$ cat src/rtl/regfile_pkg.sv
// Shared types and constants for the 32 x 64 integer register file.
// Define REGFILE_BYPASS_EN to forward a pending write to matching read ports.
package regfile_pkg;

  localparam int DATA_WIDTH = 64;
  localparam int ADDR_WIDTH = 5;
  localparam int NUM_REGS   = 2 ** ADDR_WIDTH;

  typedef logic [DATA_WIDTH-1:0] reg_data_t;
  typedef logic [ADDR_WIDTH-1:0] reg_addr_t;

  // Highest index is XZR: no storage, reads 0, writes dropped
  localparam reg_addr_t ZERO_REG = reg_addr_t'(NUM_REGS - 1);

`ifdef REGFILE_BYPASS_EN
  localparam bit BYPASS_EN = 1'b1;
`else
  localparam bit BYPASS_EN = 1'b0;
`endif

  function automatic logic isZeroReg(reg_addr_t a);
    return a == ZERO_REG;
  endfunction

endpackage

$ cat src/rtl/register_file_if.sv
// Decode/writeback-side bundle of the register file: two read
// addresses with their buses, plus one write address/data/enable.
import regfile_pkg::*;

interface register_file_if #(
  parameter int DATA_WIDTH = regfile_pkg::DATA_WIDTH,
  parameter int ADDR_WIDTH = regfile_pkg::ADDR_WIDTH
);

  logic [ADDR_WIDTH-1:0] RA;
  logic [ADDR_WIDTH-1:0] RB;
  logic [ADDR_WIDTH-1:0] RW;
  logic [DATA_WIDTH-1:0] BusW;
  logic                  RegWr;
  logic [DATA_WIDTH-1:0] BusA;
  logic [DATA_WIDTH-1:0] BusB;

  modport master (
    output RA,
    output RB,
    output RW,
    output BusW,
    output RegWr,
    input  BusA,
    input  BusB
  );

  modport slave (
    input  RA,
    input  RB,
    input  RW,
    input  BusW,
    input  RegWr,
    output BusA,
    output BusB
  );

endinterface

$ cat src/rtl/register_file_read_port.sv
// One combinational read port: address decode, XZR override and,
// when REGFILE_BYPASS_EN is defined, forwarding of the pending write.
import regfile_pkg::*;

module register_file_read_port #(
  parameter int DATA_WIDTH = regfile_pkg::DATA_WIDTH,
  parameter int ADDR_WIDTH = regfile_pkg::ADDR_WIDTH,
  parameter int DEPTH      = 2 ** ADDR_WIDTH - 1
) (
  input  logic [DATA_WIDTH-1:0] regs [DEPTH],
  input  logic [ADDR_WIDTH-1:0] addr,
  input  logic                  wrEn,
  input  logic [ADDR_WIDTH-1:0] wrAddr,
  input  logic [DATA_WIDTH-1:0] wrData,
  output logic [DATA_WIDTH-1:0] data
);

  localparam logic [ADDR_WIDTH-1:0] ZeroReg = '1;

  logic isZero;
  logic fwdHit;

  assign isZero = (addr == ZeroReg);
  // wrEn already excludes XZR, so a hit never collides with isZero
  assign fwdHit = BYPASS_EN && wrEn && (addr == wrAddr);

  // XZR first, then forwarded write, else stored contents
  always_comb begin
    data = '0;
    if (isZero) begin
      data = '0;
    end else if (fwdHit) begin
      data = wrData;
    end else begin
      data = regs[addr];
    end
  end

endmodule

$ cat src/rtl/register_file.sv
// 32 x 64 register file: two async read ports, one write port that
// commits on the falling clock edge. Option macro: REGFILE_BYPASS_EN.
import regfile_pkg::*;

module register_file #(
  parameter int DATA_WIDTH = regfile_pkg::DATA_WIDTH,
  parameter int ADDR_WIDTH = regfile_pkg::ADDR_WIDTH
) (
  input  logic             Clk,
  input  logic             Reset_n,
  register_file_if.slave   rf
);

  localparam int Depth = 2 ** ADDR_WIDTH - 1;
  localparam logic [ADDR_WIDTH-1:0] ZeroReg = '1;

  logic [DATA_WIDTH-1:0] regs [Depth];
  logic                  wrHit;

  assign wrHit = rf.RegWr && (rf.RW != ZeroReg);

  // Falling-edge commit; reset clears storage at once and wins over a write
  always_ff @(negedge Clk or negedge Reset_n) begin
    if (!Reset_n) begin
      for (int i = 0; i < Depth; i++) begin
        regs[i] <= '0;
      end
    end else if (wrHit) begin
      regs[rf.RW] <= rf.BusW;
    end
  end

  register_file_read_port #(
    .DATA_WIDTH (DATA_WIDTH),
    .ADDR_WIDTH (ADDR_WIDTH),
    .DEPTH      (Depth)
  ) u_portA (
    .regs   (regs),
    .addr   (rf.RA),
    .wrEn   (wrHit),
    .wrAddr (rf.RW),
    .wrData (rf.BusW),
    .data   (rf.BusA)
  );

  register_file_read_port #(
    .DATA_WIDTH (DATA_WIDTH),
    .ADDR_WIDTH (ADDR_WIDTH),
    .DEPTH      (Depth)
  ) u_portB (
    .regs   (regs),
    .addr   (rf.RB),
    .wrEn   (wrHit),
    .wrAddr (rf.RW),
    .wrData (rf.BusW),
    .data   (rf.BusB)
  );

endmodule

$ cat src/flat_wrapper.sv
// flat-port wrapper written by rule: the top's interface ports become plain ports
module register_file_flat 
#(
  parameter int DATA_WIDTH = regfile_pkg::DATA_WIDTH,
  parameter int ADDR_WIDTH = regfile_pkg::ADDR_WIDTH
)
  (Clk, Reset_n, rf_RA, rf_RB, rf_RW, rf_BusW, rf_RegWr, rf_BusA, rf_BusB);
  register_file_if #(.DATA_WIDTH(DATA_WIDTH), .ADDR_WIDTH(ADDR_WIDTH)) rf_i ();
  input  logic Clk;
  input  logic Reset_n;
  input wire logic [$bits(rf_i.RA)-1:0] rf_RA;
  input wire logic [$bits(rf_i.RB)-1:0] rf_RB;
  input wire logic [$bits(rf_i.RW)-1:0] rf_RW;
  input wire logic [$bits(rf_i.BusW)-1:0] rf_BusW;
  input wire logic [$bits(rf_i.RegWr)-1:0] rf_RegWr;
  output wire logic [$bits(rf_i.BusA)-1:0] rf_BusA;
  output wire logic [$bits(rf_i.BusB)-1:0] rf_BusB;
  assign rf_i.RA = rf_RA;
  assign rf_i.RB = rf_RB;
  assign rf_i.RW = rf_RW;
  assign rf_i.BusW = rf_BusW;
  assign rf_i.RegWr = rf_RegWr;
  assign rf_BusA = rf_i.BusA;
  assign rf_BusB = rf_i.BusB;
  register_file #(.DATA_WIDTH(DATA_WIDTH), .ADDR_WIDTH(ADDR_WIDTH)) u_core (.Clk(Clk), .Reset_n(Reset_n), .rf(rf_i));
endmodule
$ cat config.mk
export PLATFORM = sky130hd
export DESIGN_NAME = register_file_flat
export DESIGN_NICKNAME = d
export VERILOG_FILES = /design/src/rtl/regfile_pkg.sv /design/src/rtl/register_file_if.sv /design/src/rtl/register_file_read_port.sv /design/src/rtl/register_file.sv /design/src/flat_wrapper.sv
export SDC_FILE = /design/constraint.sdc
export NUM_CORES = 2
export LEC_CHECK = 0
export ABC_CLOCK_PERIOD_IN_PS = 4210
export CAP_MARGIN = 20
export CELL_PAD_IN_SITES_DETAIL_PLACEMENT = 1
export CELL_PAD_IN_SITES_GLOBAL_PLACEMENT = 1
export CORE_MARGIN = 10
export CORE_UTILIZATION = 40
export DETAILED_ROUTE_END_ITERATION = 8
export PLACE_DENSITY = 0.62
export SLEW_MARGIN = 10
export SYNTH_ARGS = -nofsm -noshare
export SYNTH_HDL_FRONTEND = slang
export SYNTH_SLANG_ARGS = --single-unit
$ cat constraint.sdc
create_clock -name Clk -period 4.21 [get_ports Clk]
set_clock_uncertainty 0.2 [all_clocks]
set_input_delay 1.0525 -clock Clk [delete_from_list [all_inputs] [get_ports Clk]]
set_output_delay 1.0525 -clock Clk [all_outputs]
set_load 0.05 [all_outputs]
Word level (Yosys, flattened, before mapping) --
Index checks and enable logic that the tools add are counted.
Operators by class: $lt $le $gt $ge 4, equality and inequality tests 3, multiplexer cells 11, bitwise gates (word level) 3, reduce and logical (&&, ||, !) cells 2
Operators by type and width (number):
- bitwise mux 1984 bit | 1
- binary-select mux 64 bit (select 5 bit) | 2
- 2-to-1 mux 64 bit | 7
- demux 64 bit (select 5 bit) | 1
- greater-or-equal comparator 6 bit, second input constant | 3
- NOT 5 -> 6 bit | 3
- == test 5 bit, second input constant | 2
- < comparator 6 x 1 -> 1 bit, second input constant | 1
- != test 5 bit, second input constant | 1
- logical AND 1 bit | 2
Storage, ports and cells: flip-flop bits (word level) 1984, bits of input ports 82, output and inout bits 128, word-level logic and storage cells 54

Longest topological paths before layout --
depth in word-level cells 6, gate-level depth with buffers 9

By module --
From an unflattened synthesis, not the netlist that was laid out.
Unflattened totals: cell total of the unflattened synthesis 7085, area, all modules 106926.3 um^2
Modules (own cells, without submodules):
- register_file | instances 1, cells an instance 4409, area an instance 74737.9 um^2
- register_file_read_port | instances 2, cells an instance 1338, area an instance 16094.2 um^2

==> impl_metrics.csv <==
group,metric,value,unit
synth,syn-instance-count,7152,
drt,wl_met1,177100,um
power_and_ir_drop,p_leak,65.23,nW
cells_and_area,areaGrowthSynthToFinish,38.00,%
clock_tree,cts_made_buffers,234,
drt,wl_per_cell,34.63,um
sta,finalSetupViolCount,975,
clock_tree,root_buffer,"clkbuf_16",
synth,yosysWarnings,0,
critical_path,start_kind,"flop",
place,place_area,132600,um2
drt,firstDrtPassIters,5,
floorplanning,start_util,40.30,%
cells_and_area,stdcell_area,146300,um2
critical_path,cpMaxStageDelayCell,"mux4_2",
outcome,outcome,"finished with violations",
clock_tree,cts_tree,"done",
drt,drcViolationCount,0,
cells_and_area,post-route-util,55.62,%
run,maxCapViolations,0,
drt,dr_wl_met2,212700,um
clock_tree,cts.path.max_buffers,4,
synth,ys.flop_type,"dfrtn_1",
cells_and_area,largest_reg_flops,1984,
clock_tree,cts.sinks,1984,
cells_and_area,nNetsFinal,9015,
sta,post-route-worst-setup-slack,-1.956,ns
place,place_congestion,0.8407,
sta,timing.final.hold_violations,0,
grt,antenna_found_initial,3,
synth,synth_edf_count,0,
drt,antenna_left,0,
critical_path,path_class,"reg -> out",
place,dp_hpwl,287800,um
synth,ys_seq_area_share,46.84,%
sta,rsz0062_at_grt,"true",
grt,grt_pass1_vias,84802,
sta,slew_headroom,52.42,%
drt,drt-initial-drc-count,6377,
clock_tree,clkTransAtPathRegs,0.05,ns
cells_and_area,fillCellCount,24586,
outcome,violations,"negative setup slack",
clock_tree,htreeDepth,4,
critical_path,path_cells,"mux4_2 -> mux4_2 -> nand2b_1 -> o211ai_1 -> buf_4 -> buf_12",
critical_path,critPathCaptureType,"output port",
drt,wl,437400,um
floorplanning,die_area,286000,um2
place,io_buffers,209,
floorplanning,die_w,534.8,um
synth,syn_area,106000,um2
floorplanning,rows,188,
cells_and_area,largest-register,"u_core.regs",
drt,routed.top_layer,"met4",
clock_tree,clock_latency,0.84,ns
synth,synth-async-reset-ratio,100.0,%
floorplanning,ioPinCount,210,
clock_tree,postCtsHoldBufs,0,
grt,grt_pass1_wl,614900,um
sta,max_slew.worst_pin.slew,0.7137,ns
critical_path,crit_buf_inv,2,
synth,synth.distinct_cells,45,
cells_and_area,reg_top3,"u_core.regs x1984",
drt,dr_total_vias,77413,
drt,dr_wl_met3,25730,um
critical_path,crit_top_cell,"mux4_2",
synth,synth-seq-cells,1984,
critical_path,cp_slowest_stage_delay,0.51,ns
floorplanning,core-area,263000,um2
grt,track_usage,28.78,%
hold_path,hp-class,"reg -> reg",
critical_path,critPathArrivalTime,4.91,ns
floorplanning,die_y,534.8,um
synth,synth_fp_nets,7234,
power_and_ir_drop,irDropWorstVdd,0.0004179,V
cells_and_area,drive_gt1_share,63.95,%
power_and_ir_drop,p_per_area,455.4,nW/um2
critical_path,crit_required,2.96,ns
grt,grt_overflow_total,0,
drt,via_per_inst,6.128,
critical_path,worst-path-max-fanout,3,
place,dp_slack,-1.609,ns
sta,tns,-266.55,ns
synth,avgSynthCellArea,14.82,um2
critical_path,path_delay_family,"multiplexers",
grt,grt_max_degree,74,
sta,slew_violations,0,
## per-layer routing
layer / vias up / GRT usage (%)
met1: 42441 / 37.72
met2: 2920 / 48.11
li1: 31140 / -
met3: 912 / 3.955
met4: 0 / 11.92
met5: - / 0
## synthesized netlist by cell type, drive strengths merged (17+ instances only)
cell	instances	area [um2]
a21oi	59	295.3
a221oi	31	271.5
a22o	61	534.3
a22oi	101	758.2
a2bb2oi	54	473.0
a31oi	32	206.5
buf	407	2241
clkbuf	372	1400
dfrtn	1984	49650
inv	31	116.4
mux2	2062	23220
mux2i	428	4284
mux4	829	18670
nand2	234	880.9
nand4	32	200.2
nor2	74	302.8
nor2b	17	106.4
nor3	39	227.7
o211ai	126	945.9
o21ai	88	440.4
o221ai	54	473.0
## layout make-up
class	instances	area, um2	share of cell area (%)
Multi-Input combinational cell	4358	57590	39.37
Sequential cell	1984	49650	33.94
Timing Repair Buffer	2324	26650	18.22
Clock buffer	342	6905	4.721
Tap cell	3515	4398	3.007
Clock inverter	74	948.4	0.6484
Inverter	31	121.4	0.08297
Antenna cell	4	10.01	0.006843
## layout by cell type (no fill, tap or decap), types with 16 or more instances in the layout
master / n
a31oi_4: 32
mux2_4: 612
buf_6: 115
a21oi_1: 40
dfrtn_1: 1984
buf_8: 24
o21ai_1: 25
buf_12: 506
a22oi_1: 30
o211ai_1: 126
buf_16: 45
clkdlybuf4s50_1: 65
mux2i_1: 406
a22o_1: 60
a2bb2oi_1: 54
a22oi_2: 71
mux2_2: 1428
mux2i_2: 16
nor3_4: 20
mux2_1: 22
inv_1: 29
nor3_2: 17
mux4_2: 829
a221oi_1: 22
clkbuf_1: 47
buf_4: 1502
o21ai_0: 56
clkbuf_8: 58
o221ai_4: 39
clkinv_2: 40
nand2_1: 211
nand4_1: 32
nor2_4: 16
a21oi_2: 17
nor2_1: 48
clkbuf_16: 301
bufinv_16: 20
## through the flow
step / std cells / hold WS (ns) / total power [W]
2_1_floorplan: 7152 / 0.2307 / 0.03568
3_3_place_gp: 12020 / 0.2452 / 0.04320
3_5_place_dp: 12020 / 0.2603 / 0.04409
4_1_cts: 12519 / 0.2602 / 0.06614
5_1_grt: 12629 / 0.2843 / 0.06920
6_report: 12632 / 0.2591 / 0.06662
## cell families after synthesis
group	synth area share [%]
compound gates	4.220
flops	46.84
buf+inv	3.545
mux	43.56
simple gates	1.829
## power by group
part / leakage (nW) / internal, W / switching (W)
logic: 36.0 / 0.0114 / 0.00797
registers: 25.4 / 0.0232 / 0.00280
clock network: 3.88 / 0.0125 / 0.00872
total: 65.2 / 0.0471 / 0.0195
## final timing paths
path / from / endpoint / slack (ns) / cells after the start
worst max-delay path: u_core.regs[959] / rf_BusA[63] / -1.96 / 6
worst min-delay path: u_core.regs[1534] / u_core.regs[1534] / 0.26 / 1
worst max register to register: u_core.regs[931] / u_core.regs[931] / 2.94 / 3
worst min register to register: u_core.regs[1534] / u_core.regs[1534] / 0.26 / 1
max in group asynchronous: Reset_n / u_core.regs[1681] / 1.00 / 4
min in group asynchronous: Reset_n / u_core.regs[1535] / 2.10 / 2
## repair_timing
action | 4_1_cts | 5_1_grt
setup endpoints to repair | 2112 | 1352
gates cloned | 7 | 46
buffers inserted | 84 | 80
gates resized for setup | 342 | 495
pin swaps | 90 | 106
Power figures use the tool's default switching activity.
